<file path="src/rtl/wb_cmd_master.sv">
// Wishbone classic-cycle master fed by a buffered valid/ready command stream.
// Latency: command accepted at E0 -> cyc/stb after E1 -> response after ack edge (E2 for zero-wait slave).
// Backpressure: cmd_ready_o drops when the FIFO is full; a pending response blocks new bus cycles.
module wb_cmd_master #(
  parameter int FIFO_DEPTH = 4,
  parameter int TIMEOUT    = 15
) (
  input  logic       wb_clk_i,
  input  logic       wb_rst_n_i,
  input  logic       cmd_valid_i,
  output logic       cmd_ready_o,
  input  logic       cmd_we_i,
  input  logic [1:0] cmd_adr_i,
  input  logic [7:0] cmd_dat_i,
  output logic       rsp_valid_o,
  input  logic       rsp_ready_i,
  output logic [7:0] rsp_dat_o,
  output logic       rsp_err_o,
  output logic [1:0] wb_adr_o,
  output logic [7:0] wb_dat_o,
  input  logic [7:0] wb_dat_i,
  output logic       wb_we_o,
  output logic       wb_stb_o,
  output logic       wb_cyc_o,
  input  logic       wb_ack_i,
  output logic       busy_o
);

  localparam int AW   = $clog2(FIFO_DEPTH);
  localparam int CNTW = $clog2(FIFO_DEPTH + 1);
  // A zero TIMEOUT would give a zero-width counter; keep one bit that is never consulted.
  localparam int TW   = (TIMEOUT > 0) ? $clog2(TIMEOUT + 1) : 1;

  localparam logic [CNTW-1:0] FULL_CNT = CNTW'(FIFO_DEPTH);
  localparam logic [TW-1:0]   TMO_LAST = TW'((TIMEOUT > 0) ? TIMEOUT - 1 : 0);
  localparam logic [TW-1:0]   TMO_SAT  = TW'((TIMEOUT > 0) ? TIMEOUT : 1);

  typedef enum logic [1:0] {
    ST_IDLE = 2'd0,
    ST_BUS  = 2'd1,
    ST_RSP  = 2'd2
  } state_e;

  // ---------------------------------------------------------------------------
  // Command FIFO: entries are {we, adr[1:0], dat[7:0]}
  // ---------------------------------------------------------------------------
  logic [10:0]     mem_q [FIFO_DEPTH];
  logic [AW-1:0]   wr_ptr_q;
  logic [AW-1:0]   rd_ptr_q;
  logic [CNTW-1:0] cnt_q;
  logic [CNTW-1:0] cnt_d;
  logic            ready_q;
  logic            push;
  logic            pop;
  logic [10:0]     head;

  // FSM registers
  state_e          state_q;
  logic [TW-1:0]   tmo_q;
  logic            cyc_q;
  logic            stb_q;
  logic            we_q;
  logic [1:0]      adr_q;
  logic [7:0]      dat_q;
  logic            rsp_valid_q;
  logic [7:0]      rsp_dat_q;
  logic            rsp_err_q;

  assign push = cmd_valid_i && ready_q;
  assign pop  = (state_q == ST_IDLE) && (cnt_q != '0);
  assign head = mem_q[rd_ptr_q];

  // Next occupancy; simultaneous push and pop leaves it unchanged.
  always_comb begin
    cnt_d = cnt_q;
    case ({push, pop})
      2'b10:   cnt_d = cnt_q + CNTW'(1);
      2'b01:   cnt_d = cnt_q - CNTW'(1);
      default: cnt_d = cnt_q;
    endcase
  end

  // Pointers and occupancy; ready is registered from the next occupancy so it is exact.
  always_ff @(posedge wb_clk_i or negedge wb_rst_n_i) begin
    if (!wb_rst_n_i) begin
      wr_ptr_q <= '0;
      rd_ptr_q <= '0;
      cnt_q    <= '0;
      ready_q  <= 1'b0;
    end else begin
      if (push) wr_ptr_q <= wr_ptr_q + AW'(1);
      if (pop)  rd_ptr_q <= rd_ptr_q + AW'(1);
      cnt_q   <= cnt_d;
      ready_q <= (cnt_d != FULL_CNT);
    end
  end

  // Storage array; contents are only meaningful between the pointers, so no reset.
  always_ff @(posedge wb_clk_i) begin
    if (push) mem_q[wr_ptr_q] <= {cmd_we_i, cmd_adr_i, cmd_dat_i};
  end

  // ---------------------------------------------------------------------------
  // Bus FSM: one Wishbone cycle per command, one response per cycle.
  // ---------------------------------------------------------------------------
  // Single registered FSM; all bus and response outputs come straight from flops.
  always_ff @(posedge wb_clk_i or negedge wb_rst_n_i) begin
    if (!wb_rst_n_i) begin
      state_q     <= ST_IDLE;
      tmo_q       <= '0;
      cyc_q       <= 1'b0;
      stb_q       <= 1'b0;
      we_q        <= 1'b0;
      adr_q       <= '0;
      dat_q       <= '0;
      rsp_valid_q <= 1'b0;
      rsp_dat_q   <= '0;
      rsp_err_q   <= 1'b0;
    end else begin
      case (state_q)
        ST_IDLE: begin
          if (pop) begin
            we_q    <= head[10];
            adr_q   <= head[9:8];
            dat_q   <= head[7:0];
            cyc_q   <= 1'b1;
            stb_q   <= 1'b1;
            tmo_q   <= '0;
            state_q <= ST_BUS;
          end
        end

        ST_BUS: begin
          if (wb_ack_i) begin
            // Ack has priority over a timeout landing in the same cycle.
            cyc_q       <= 1'b0;
            stb_q       <= 1'b0;
            rsp_dat_q   <= we_q ? dat_q : wb_dat_i;
            rsp_err_q   <= 1'b0;
            rsp_valid_q <= 1'b1;
            state_q     <= ST_RSP;
          end else if ((TIMEOUT != 0) && (tmo_q == TMO_LAST)) begin
            cyc_q       <= 1'b0;
            stb_q       <= 1'b0;
            rsp_dat_q   <= '0;
            rsp_err_q   <= 1'b1;
            rsp_valid_q <= 1'b1;
            state_q     <= ST_RSP;
          end else if (tmo_q != TMO_SAT) begin
            tmo_q <= tmo_q + TW'(1);
          end
        end

        ST_RSP: begin
          if (rsp_ready_i) begin
            rsp_valid_q <= 1'b0;
            state_q     <= ST_IDLE;
          end
        end

        default: begin
          cyc_q       <= 1'b0;
          stb_q       <= 1'b0;
          rsp_valid_q <= 1'b0;
          state_q     <= ST_IDLE;
        end
      endcase
    end
  end

  assign cmd_ready_o = ready_q;
  assign rsp_valid_o = rsp_valid_q;
  assign rsp_dat_o   = rsp_dat_q;
  assign rsp_err_o   = rsp_err_q;
  assign wb_adr_o    = adr_q;
  assign wb_dat_o    = dat_q;
  assign wb_we_o     = we_q;
  assign wb_cyc_o    = cyc_q;
  assign wb_stb_o    = stb_q;
  assign busy_o      = (state_q != ST_IDLE) || (cnt_q != '0);

endmodule

</file>
<file path="config.mk">
export PLATFORM = sky130hd
export DESIGN_NAME = wb_cmd_master
export DESIGN_NICKNAME = d
export VERILOG_FILES = /design/src/rtl/wb_cmd_master.sv
export SDC_FILE = /design/constraint.sdc
export NUM_CORES = 1
export LEC_CHECK = 0
export ABC_AREA = 0
export BUFFER_PORTS_ARGS = -buffer_cell sky130_fd_sc_hd__clkbuf_2
export CAP_MARGIN = 20
export CORE_MARGIN = 4
export CORE_UTILIZATION = 56
export CTS_CLUSTER_DIAMETER = 40
export DETAILED_ROUTE_END_ITERATION = 12
export PLACE_DENSITY_LB_ADDON = 0.3
export REMOVE_ABC_BUFFERS = 1
export SLEW_MARGIN = 30
export SYNTH_ARGS = -nofsm -noshare
export SYNTH_HDL_FRONTEND = slang
export SYNTH_SLANG_ARGS = --single-unit
</file>
<file path="constraint.sdc">
create_clock -name wb_clk_i -period 3.2 [get_ports wb_clk_i]
set_clock_uncertainty 0.05 [all_clocks]
set_input_delay 0.16 -clock wb_clk_i [delete_from_list [all_inputs] [get_ports wb_clk_i]]
set_output_delay 0.16 -clock wb_clk_i [all_outputs]
set_load 0.01 [all_outputs]
</file>
Yosys cells after proc, flatten, opt, wreduce, memory -nomap -nowiden
Memories as Yosys holds them, arrays and structs flattened. A register that Yosys moved wholly into a read port is not among the register bits. Index checks and enable logic that the tools add are counted.

Memory bits (writable): 44. Latch bits: 0. Bits in read-only memories: 0. Memories kept: 1. Logic and storage cells: 71. Register bits after elaboration: 25.

Shifts and indexed selects: 0. Reductions and logical operators: 15. Div/mod/pow operators: 0. Eq/ne operators: 13. $add $sub $neg: 5. Order comparisons: 0. Bitwise operators: 2. Multiplexer cells: 25. $mul: 0.

Memories: mem_q (depth 4, bits a word 11, read ports 1, clocked after Yosys merged registers in 1, write ports 1, line 47) `logic [10:0] mem_q [FIFO_DEPTH];`.

Operators by type and width (count): 8-bit two-way mux (3); 4-bit two-way mux (4); 2-bit inequality test (second input constant) (5); 1-bit two-way mux (9); 3-bit AND reduction (3); 2-bit two-way mux (4); 4-bit one-hot mux with 2 select lines (1); 3-bit inequality test (second input constant) (2); 1-bit one-hot mux with 3 select lines (2); 2-bit one-hot mux with 3 select lines (1); 3-bit one-hot mux with 2 select lines (1); 2-bit nonzero test (3); 5-bit AND reduction (1); 2-bit by 1-bit adder with 2-bit output (second input constant) (2); 4-bit by 1-bit adder with 4-bit output (second input constant) (1); 2-bit by 1-bit equality test with 1-bit output (second input constant) (2); 2-bit equality test (second input constant) (2); 4-bit equality test (second input constant) (1); 4-bit inequality test (second input constant) (1); 2-bit AND reduction (2); 3-bit by 1-bit adder with 3-bit output (second input constant) (1); 3-bit nonzero test (1); 3-bit by 1-bit subtractor with 3-bit output (second input constant) (1); 1-bit logical AND (2); other kinds (4) (5).

Depth between registers and ports, before layout
Gate-level depths: netlist of the first run.

Depth after elaboration: 5. Mapped depth: 10. Mapped depth without buffers: 9.

Worst setup path after synthesis of the first run
No wires, ideal clock.

Path kind: flip-flop to flip-flop. Start point: register state_q[0]. End point: register ready_q (netlist: cmd_ready_o). Data arrival time: 2.306 ns. Cell stages (with the launch flop): 11. Buffers on the path: 1. Slack: 0.720 ns. Cells stage by stage: dfrtp_1 > nor2_1 > nand2_2 > buf_6 > inv_1 > ha_1 > inv_1 > fa_1 > xor2_1 > or3_1 > a211o_1.

Cells in the longest elaborated chain, start to end: 5. Elaborated cells between the ends (all ways): 6.

RTL lines: from (decl) (line 58) `state_e state_q;`; from (signal assigned) (line 109) `state_q <= ST_IDLE;`; from (signal assigned) (line 129) `state_q <= ST_BUS;`; from (signal assigned) (line 141) `state_q <= ST_RSP;`; 2-bit logical NOT (*) (line 70) `assign pop = (state_q == ST_IDLE) && (cnt_q != '0);`; 1-bit logical AND (*) (line 70); 2-bit by 1-bit equality test with 1-bit output or 2-bit equality test (tied branches) (line 76) `case ({push, pop})`; 3-bit one-hot mux with 2 select lines (*) (line 76); 3-bit inequality test (*) (line 94) `ready_q <= (cnt_d != FULL_CNT);`; to (signal assigned) (line 94); to (decl) (line 52) `logic ready_q;`.

Mark *: on every way between the ends. The rest lies on a longest branch, timed or not. A chain may end at the register's enable or synchronous reset.

Worst setup path after layout of the first run
Start point: register state_q[1]. End point: register ready_q (netlist: cmd_ready_o).

Same word-level chain as after synthesis.

==> key figures, run 1 <==
Pwr
  – Clk pwr share: 24.4%
  – Sw Pwr: 0.00120 W
  – P_int: 0.00266 W
  – Net Sw Frac: 31.1%
  – Pwr Density: 985 nW/µm²
  – Sequential power share: 44.2%
  – P_leak: 1.64 nW
  – Maximum VDD drop: 0.000503 V
  – Total power: 0.00387 W
  – Comb power frac: 31.4%

Critical path
  – Critical Path Sink Type: flip-flop
  – CP max FO: 6
  – WP data required: 3.37 ns
  – Critical path type: reg2reg
  – Setup crit end: cmd_ready_o
  – Arrival time at the worst endpoint: 2.63 ns
  – R2R cell count: 9
  – Startpoint types: flip-flop
  – R2R setup slack: 0.74 ns
  – Crit path from: state_q[1]
  – FF-to-FF End: cmd_ready_o
  – Reg-to-reg startpoint: state_q[1]

Outcome
  – Status: complete, no violations

Clocking
  – # resized after CTS: 0
  – Htree depth: 3
  – TritonCTS clock tree: done
  – Max clock buf depth: 2
  – Num CTS Buffers: 9
  – Clock Latency Late Sink: 0.33 ns
  – Clk slew on worst S/H paths: 0.07 ns
  – CTS root buf: clkbuf_8
  – Clock sink total: 80

Logic synthesis
  – Mean Syn Cell Area: 17.3 µm²
  – Synth top area cells: edfxtp_1 (41%), dfrtp_1 (28%), mux4_2 (5.5%)
  – Synthesized cell area: 3260 µm²
  – Post-synthesis adder-cell area fraction: 3.31%
  – Post-synth EDFFs: 44
  – Yosys top cell area share: 40.6%
  – Mux cell area share after synthesis: 15.2%
  – Synth warn: 0
  – Leading area contributor after synthesis: edfxtp_1
  – Post-Synthesis Cells: 188
  – Post-Synth XOR/XNOR Area: 1.61%
  – Synth Flop Type: edfxtp_1
  – FF+latch count, synth: 80
  – Seq/Total Area, Yosys: 68.3%
  – Post-synthesis compound-gate area fraction: 5.27%
  – Post-synthesis simple-gate area fraction: 4.42%
  – Largest family of logic cells by synthesized area: multiplexers
  – Synth unique cells: 35
  – Ys async rst share: 45.0%

STA
  – Worst slew margin: 47.5%
  – Max-slew violation count: 0
  – Final hold violations: 0
  – F_max: 407 MHz
  – Crit path time final: 2.46 ns
  – Slew @ Worst Pin: 0.787 ns
  – Hold WS: 0.0174 ns
  – Post-route setup TNS: 0 ns
  – Tcrit/Tclk final: 76.9%
  – RSZ-0062 raised after global routing: false
  – Final setup vio count: 0

Floorplan
  – Placeable Area: 5570 µm²
  – Effective utilization at floorplan: 58.4%
  – Die area: 7100 µm²
  – Die Y: 84.2 µm
  – Num ports: 49
  – Die Width: 84.2 µm
  – Row cnt: 27

Drt
  – Routed WL: 5.78 mm
  – Post-route ant nets: 0
  – Via density per instance: 5.45
  – DRT Pass-1 Iters: 4
  – DRC viols: 0
  – Wirelength per Cell: 17.5 µm
  – Vias: 1,804
  – DR iter-0 viols: 111

GRT
  – First-pass GRT wire length: 9.57 mm
  – Antenna violations before repair: 0
  – Vias in the first global route: 1,863
  – Largest net degree at the start of global routing: 37
  – GRT overflow: 0
  – Total Routing Usage GR: 17.7%

Layout
  – FF+latch area: 2220 µm²
  – Area growth syn-to-layout: 20.6%
  – Commonest non-fill, non-tap cells in the layout: clkbuf_2 (47), edfxtp_1 (44), dfrtp_1 (36), mux2_2 (12), dlygate4sd3_1 (11)
  – Multi-input combinational cell area: 970 µm²
  – Number of fill cells in the layout: 372
  – Ant diodes: 0
  – Leading cell type in the layout, fill and taps excluded: clkbuf_2
  – Share of layout cells above drive strength 1: 33.6%
  – NumNets Final: 286

Placement
  – IO buf count: 48
  – Post-detail-place hpwl: 3.90 mm
  – Routability congestion estimate: 0.751

Worst hold path
  – Hold Path Cell Cnt: 1
  – Hold Crit Class: in2reg

Job
  – Max Cap Viol: 0
-- worst min-delay path by stage --
stage | start | to | slack (ns)
5_1_grt | cmd_we_i | mem_q[2][10] | 0.002
4_1_cts | cmd_dat_i[4] | mem_q[3][4] | 0.0006
6_report | cmd_we_i | mem_q[3][10] | 0.02
3_3_place_gp | wb_rst_n_i | tmo_q[2] | 0.28
3_5_place_dp | wb_rst_n_i | rsp_valid_o | 0.28
2_1_floorplan | wb_rst_n_i | cmd_ready_o | -0.19
-- power groups by stage --
stage / sequential, W / clock (W) / combinational, W
5_1_grt: 0.00176 / 0.00101 / 0.00133
4_1_cts: 0.00171 / 0.000955 / 0.00124
3_5_place_dp: 0.00173 / 0 / 0.00122
3_3_place_gp: 0.00171 / 0 / 0.00117
2_1_floorplan: 0.00172 / 0 / 0.000791
6_report: 0.00171 / 0.000943 / 0.00122
-- synthesized netlist by cell type (2+ instances only) --
cell type	instances
o2bb2ai_1	10
a21oi_1	2
a22o_1	2
xor2_1	2
o21ai_0	2
mux2i_1	10
buf_6	2
mux4_1	3
nor2_1	2
nand3_1	3
inv_1	7
xnor2_1	4
mux4_2	8
nand2b_1	3
edfxtp_1	44
and3_1	5
ha_1	7
nand2_1	9
dfrtp_1	36
mux2_2	12
-- final cells by class --
cell class	instances	area share, %
clock buffer	10	3.25
sequential	80	56.6
timing repair buffer	60	9.11
tap	72	2.29
inverter	7	0.669
multi-input combinational	96	24.7
clock inverter	6	3.38
-- metal layers --
metal	routed length [µm]	up-vias	global-route usage, %
li1	-	852	-
met1	2720	899	24.3
met2	2660	46	27.5
met3	328	7	5.20
met4	75	0	5.70
met5	0	-	0
-- timing repair --
action | in CTS | in global routing
hold buffers | 10 | 1
endpoints found under the hold margin | 68 | 4
setup buffers | 0 | 0
-- cell families (layout without fill, tap and decap cells) --
| kind of cell | after synthesis | count (layout) |
|---|---|---|
| AOI/OAI and AO/OA | 22 | 22 |
| xor gates and xnor gates | 6 | 6 |
| adders and majority gates | 8 | 8 |
| buffers and inverters | 12 | 83 |
| DFF | 80 | 80 |
| muxes | 33 | 33 |
| and+or+nand+nor | 27 | 27 |
-- critical path, cell delays in order (launching register included) --
cell and delay, ns:
dfrtp_1 0.44, nor2_1 0.30, nand2_2 0.09, inv_1 0.07
ha_1 0.17, inv_1 0.06, fa_1 0.37, xor2_1 0.16
or3_1 0.33, a211o_1 0.30
-- stage by stage --
step	area, µm²	worst slack (ns)	utilization, %	std cells
finish	3930	0.740	70.4	331
global route	3930	0.613	70.4	331
CTS	3920	0.738	70.3	330
detailed placement	3560	0.767	63.8	304
global placement	3560	0.826	63.8	304
floorplan	3220	0.738	-	183
-- registers in the layout, summed over array words and instances (netlist names) --
register	cells
rsp_dat_o	8
wb_adr_o	2
tmo_q	4
wb_we_o	1
cmd_ready_o	1
mem_q	44
wr_ptr_q	2
rsp_valid_o	1
cnt_q	3
rd_ptr_q	2
wb_dat_o	8
state_q	2
wb_stb_o	1
rsp_err_o	1
No activity file was read; power rests on OpenSTA's default activity.
==> run 2: changes to the inputs <==
==> constraint.sdc (replaced) <==
create_clock -name wb_clk_i -period 2.4 [get_ports wb_clk_i]
set_clock_uncertainty 0.05 [all_clocks]
set_input_delay 0.12 -clock wb_clk_i [delete_from_list [all_inputs] [get_ports wb_clk_i]]
set_output_delay 0.12 -clock wb_clk_i [all_outputs]
set_load 0.01 [all_outputs]
==> run 2 against run 1 <==
Net effect: sequential power is 30% higher; clock power rose by 4.0%; non-clock buffer count increased by 8; final cell count is 2.4% higher; core utilization grew 0.20 points; sequential share of layout area fell by 0.16 points; clock-buffer cell count decreased by 1; largest power group unchanged.
==> key figures, run 2 (synthesized netlist as in run 1, its figures left out) <==
Critical path
  – Startpoint types: flip-flop
  – R2R cell count: 9 (unchanged)
  – Critical Path Sink Type: flip-flop
  – R2R setup slack: 0.17 ns (-0.57 ns)
  – Reg-to-reg startpoint: cnt_q[0]
  – Critical path type: reg2reg
  – FF-to-FF End: cmd_ready_o
  – Arrival time at the worst endpoint: 2.41 ns (-0.22 ns)
  – CP max FO: 5 (-1)
  – WP data required: 2.58 ns (-0.79 ns)

Clocking
  – # resized after CTS: 0 (unchanged)
  – Htree depth: 3 (unchanged)
  – TritonCTS clock tree: done
  – Num CTS Buffers: 9 (unchanged)
  – # hold bufs at CTS: 14 (+4)
  – Max clock buf depth: 2 (unchanged)
  – Clock Latency Late Sink: 0.34 ns (about the same)
  – Clk slew on worst S/H paths: 0.08 ns (about the same)
  – CTS root buf: clkbuf_8
  – Setup Fix Bufs, Post-CTS: 0 (unchanged)
  – Clock sink total: 80 (unchanged)

Layout
  – Area growth syn-to-layout: 20.9%
  – Commonest non-fill, non-tap cells in the layout: clkbuf_2 (47), edfxtp_1 (44), dfrtp_1 (36), dlygate4sd3_1 (14), mux2_2 (12)
  – Leading cell type in the layout, fill and taps excluded: clkbuf_2
  – Share of layout cells above drive strength 1: 34.8% (+1.2 points)
  – Ant diodes: 0 (unchanged)
  – NumNets Final: 294 (+2.8%)
  – Design area: 3940 µm² (+0.29%)
  – Biggest register: mem_q
  – Max reg flops: 44 (unchanged)
  – Final std cells w/o fill: 339 (+2.4%)

Floorplan
  – Row cnt: 27 (unchanged)
  – Placeable Area: 5570 µm² (unchanged)
  – Die Y: 84.2 µm (unchanged)
  – Die Width: 84.2 µm (unchanged)
  – Die area: 7100 µm² (unchanged)
  – Num ports: 49 (unchanged)
  – Effective utilization at floorplan: 58.4% (unchanged)

GRT
  – GR Util met2: 26.8% (-0.65 points)
  – Vias in the first global route: 1,907 (+2.4%)
  – GRT overflow: 0 (unchanged)
  – Largest net degree at the start of global routing: 37 (unchanged)
  – Busiest grt layer: met2
  – GR Util met3: 4.12% (-1.1 points)
  – First-pass GRT wire length: 9.63 mm (+0.65%)
  – Total Routing Usage GR: 17.7% (about the same)
  – GR met1 Demand/Resource: 24.4% (+0.15 points)
  – Antenna violations before repair: 0 (unchanged)

Placement
  – IO buf count: 48 (unchanged)
  – Routability congestion estimate: 0.781 (+4.0%)
  – Pre-CTS WS: 0.184 ns (-0.583 ns)
  – Placed insts: 309 (+1.6%)
  – Post-detail-place hpwl: 3.86 mm (-1.1%)
  – Placed instance area: 3590 µm² (+1.1%)

Drt
  – DR iter-0 viols: 101 (-9.0%)
  – DRC viols: 0 (unchanged)
  – Vias: 1,861 (+3.2%)
  – Routed WL: 5.57 mm (-3.7%)
  – Post-route ant nets: 0 (unchanged)
  – Wirelength per Cell: 16.4 µm (-6.0%)
  – DRT Pass-1 Iters: 4 (unchanged)
  – Via density per instance: 5.49 (+0.73%)

STA
  – Hold WS: 0.0178 ns (+0.000415 ns)
  – Crit path time final: 2.23 ns (-0.233 ns)
  – Final hold violations: 0 (unchanged)
  – Worst slew margin: 46.5% (-1.1 points)
  – Tcrit/Tclk final: 92.8% (+16 points)
  – Slew @ Worst Pin: 0.803 ns (+0.0160 ns)
  – RSZ-0062 raised after global routing: false
  – F_max: 449 MHz (+10%)
  – Final setup vio count: 0 (unchanged)
  – Fin worst setup slack: 0.173 ns (-0.567 ns)
  – Max-slew violation count: 0 (unchanged)

Outcome
  – Status: complete, no violations

Pwr
  – Total power: 0.00492 W (+27%)
  – Pwr Density: 1250 nW/µm² (+27%)
  – P_leak: 1.65 nW (+0.38%)
  – Maximum VDD drop: 0.000652 V (+30%)

Job
  – Max Cap Viol: 0 (unchanged)

Worst hold path
  – Hold Crit Class: in2reg
  – WHS Endpoint: rsp_dat_o[1]
  – Hold Path Cell Cnt: 3 (+2)
  – Hold path start: wb_dat_i[1]
==> run 2: cell count changes in the layout (fill, tap and decap cells not counted), sizes merged <==
cell         delta
clkinvlp        +1
buf             +5
bufinv          -3
inv             +1
clkinv          +2
dlygate4sd3     +3
clkbuf          -1
==> run 2: worst max-delay path by stage <==
stage / to / startpoint / slack [ns] / cells past startpoint
after floorplan: cmd_ready_o / state_q[0] / -0.06 / 9
after global placement: cmd_ready_o / state_q[0] / 0.22 / 9
after detailed placement: cmd_ready_o / cnt_q[0] / 0.18 / 9
after CTS: cmd_ready_o / cnt_q[0] / 0.17 / 9
after global routing: cmd_ready_o / state_q[0] / 0.07 / 9
final: cmd_ready_o / cnt_q[0] / 0.17 / 9
==> run 2: where the power goes <==
part	internal (W)	leakage, nW	switching (W)
Combinational	0.000911	0.712	0.000807
Sequential	0.00190	0.839	0.000321
Clock	0.000489	0.0960	0.000492
Total	0.00330	1.65	0.00162
==> run 2: area by class of cell <==
cell class	count	area, µm²
Clock buffer	9	124
Clock inverter	7	80.1
Fill cell	359	1640
Inverter	7	26.3
Multi-Input combinational cell	96	970
Sequential cell	80	2220
Tap cell	72	90.1
Timing Repair Buffer	68	425
==> run 2: per-stage QoR <==
| step | util (%) | TNS [ns] |
|---|---|---|
| after global routing | 70.6 | 0 |
| final | 70.6 | 0 |
| after CTS | 70.6 | 0 |
| after global placement | 64.5 | 0 |
| after detailed placement | 64.5 | 0 |
| after floorplan | - | -0.0620 |
==> run 2: worst max-delay path, stage by stage, from the launching register on <==
cell     delay, ns
dfrtp_1       0.41
or3_4         0.41
nand2_2       0.08
inv_1         0.04
ha_1          0.19
inv_1         0.07
fa_1          0.17
xor2_1        0.07
or3_1         0.33
a211o_1       0.29
==> run 2: layer usage <==
metal  vias to the layer above  share of wire (%)
met3                         8                5.7
met5                         -                  0
met1                       933                 46
li1                        867                  -
met2                        53                 47
met4                         0                1.9
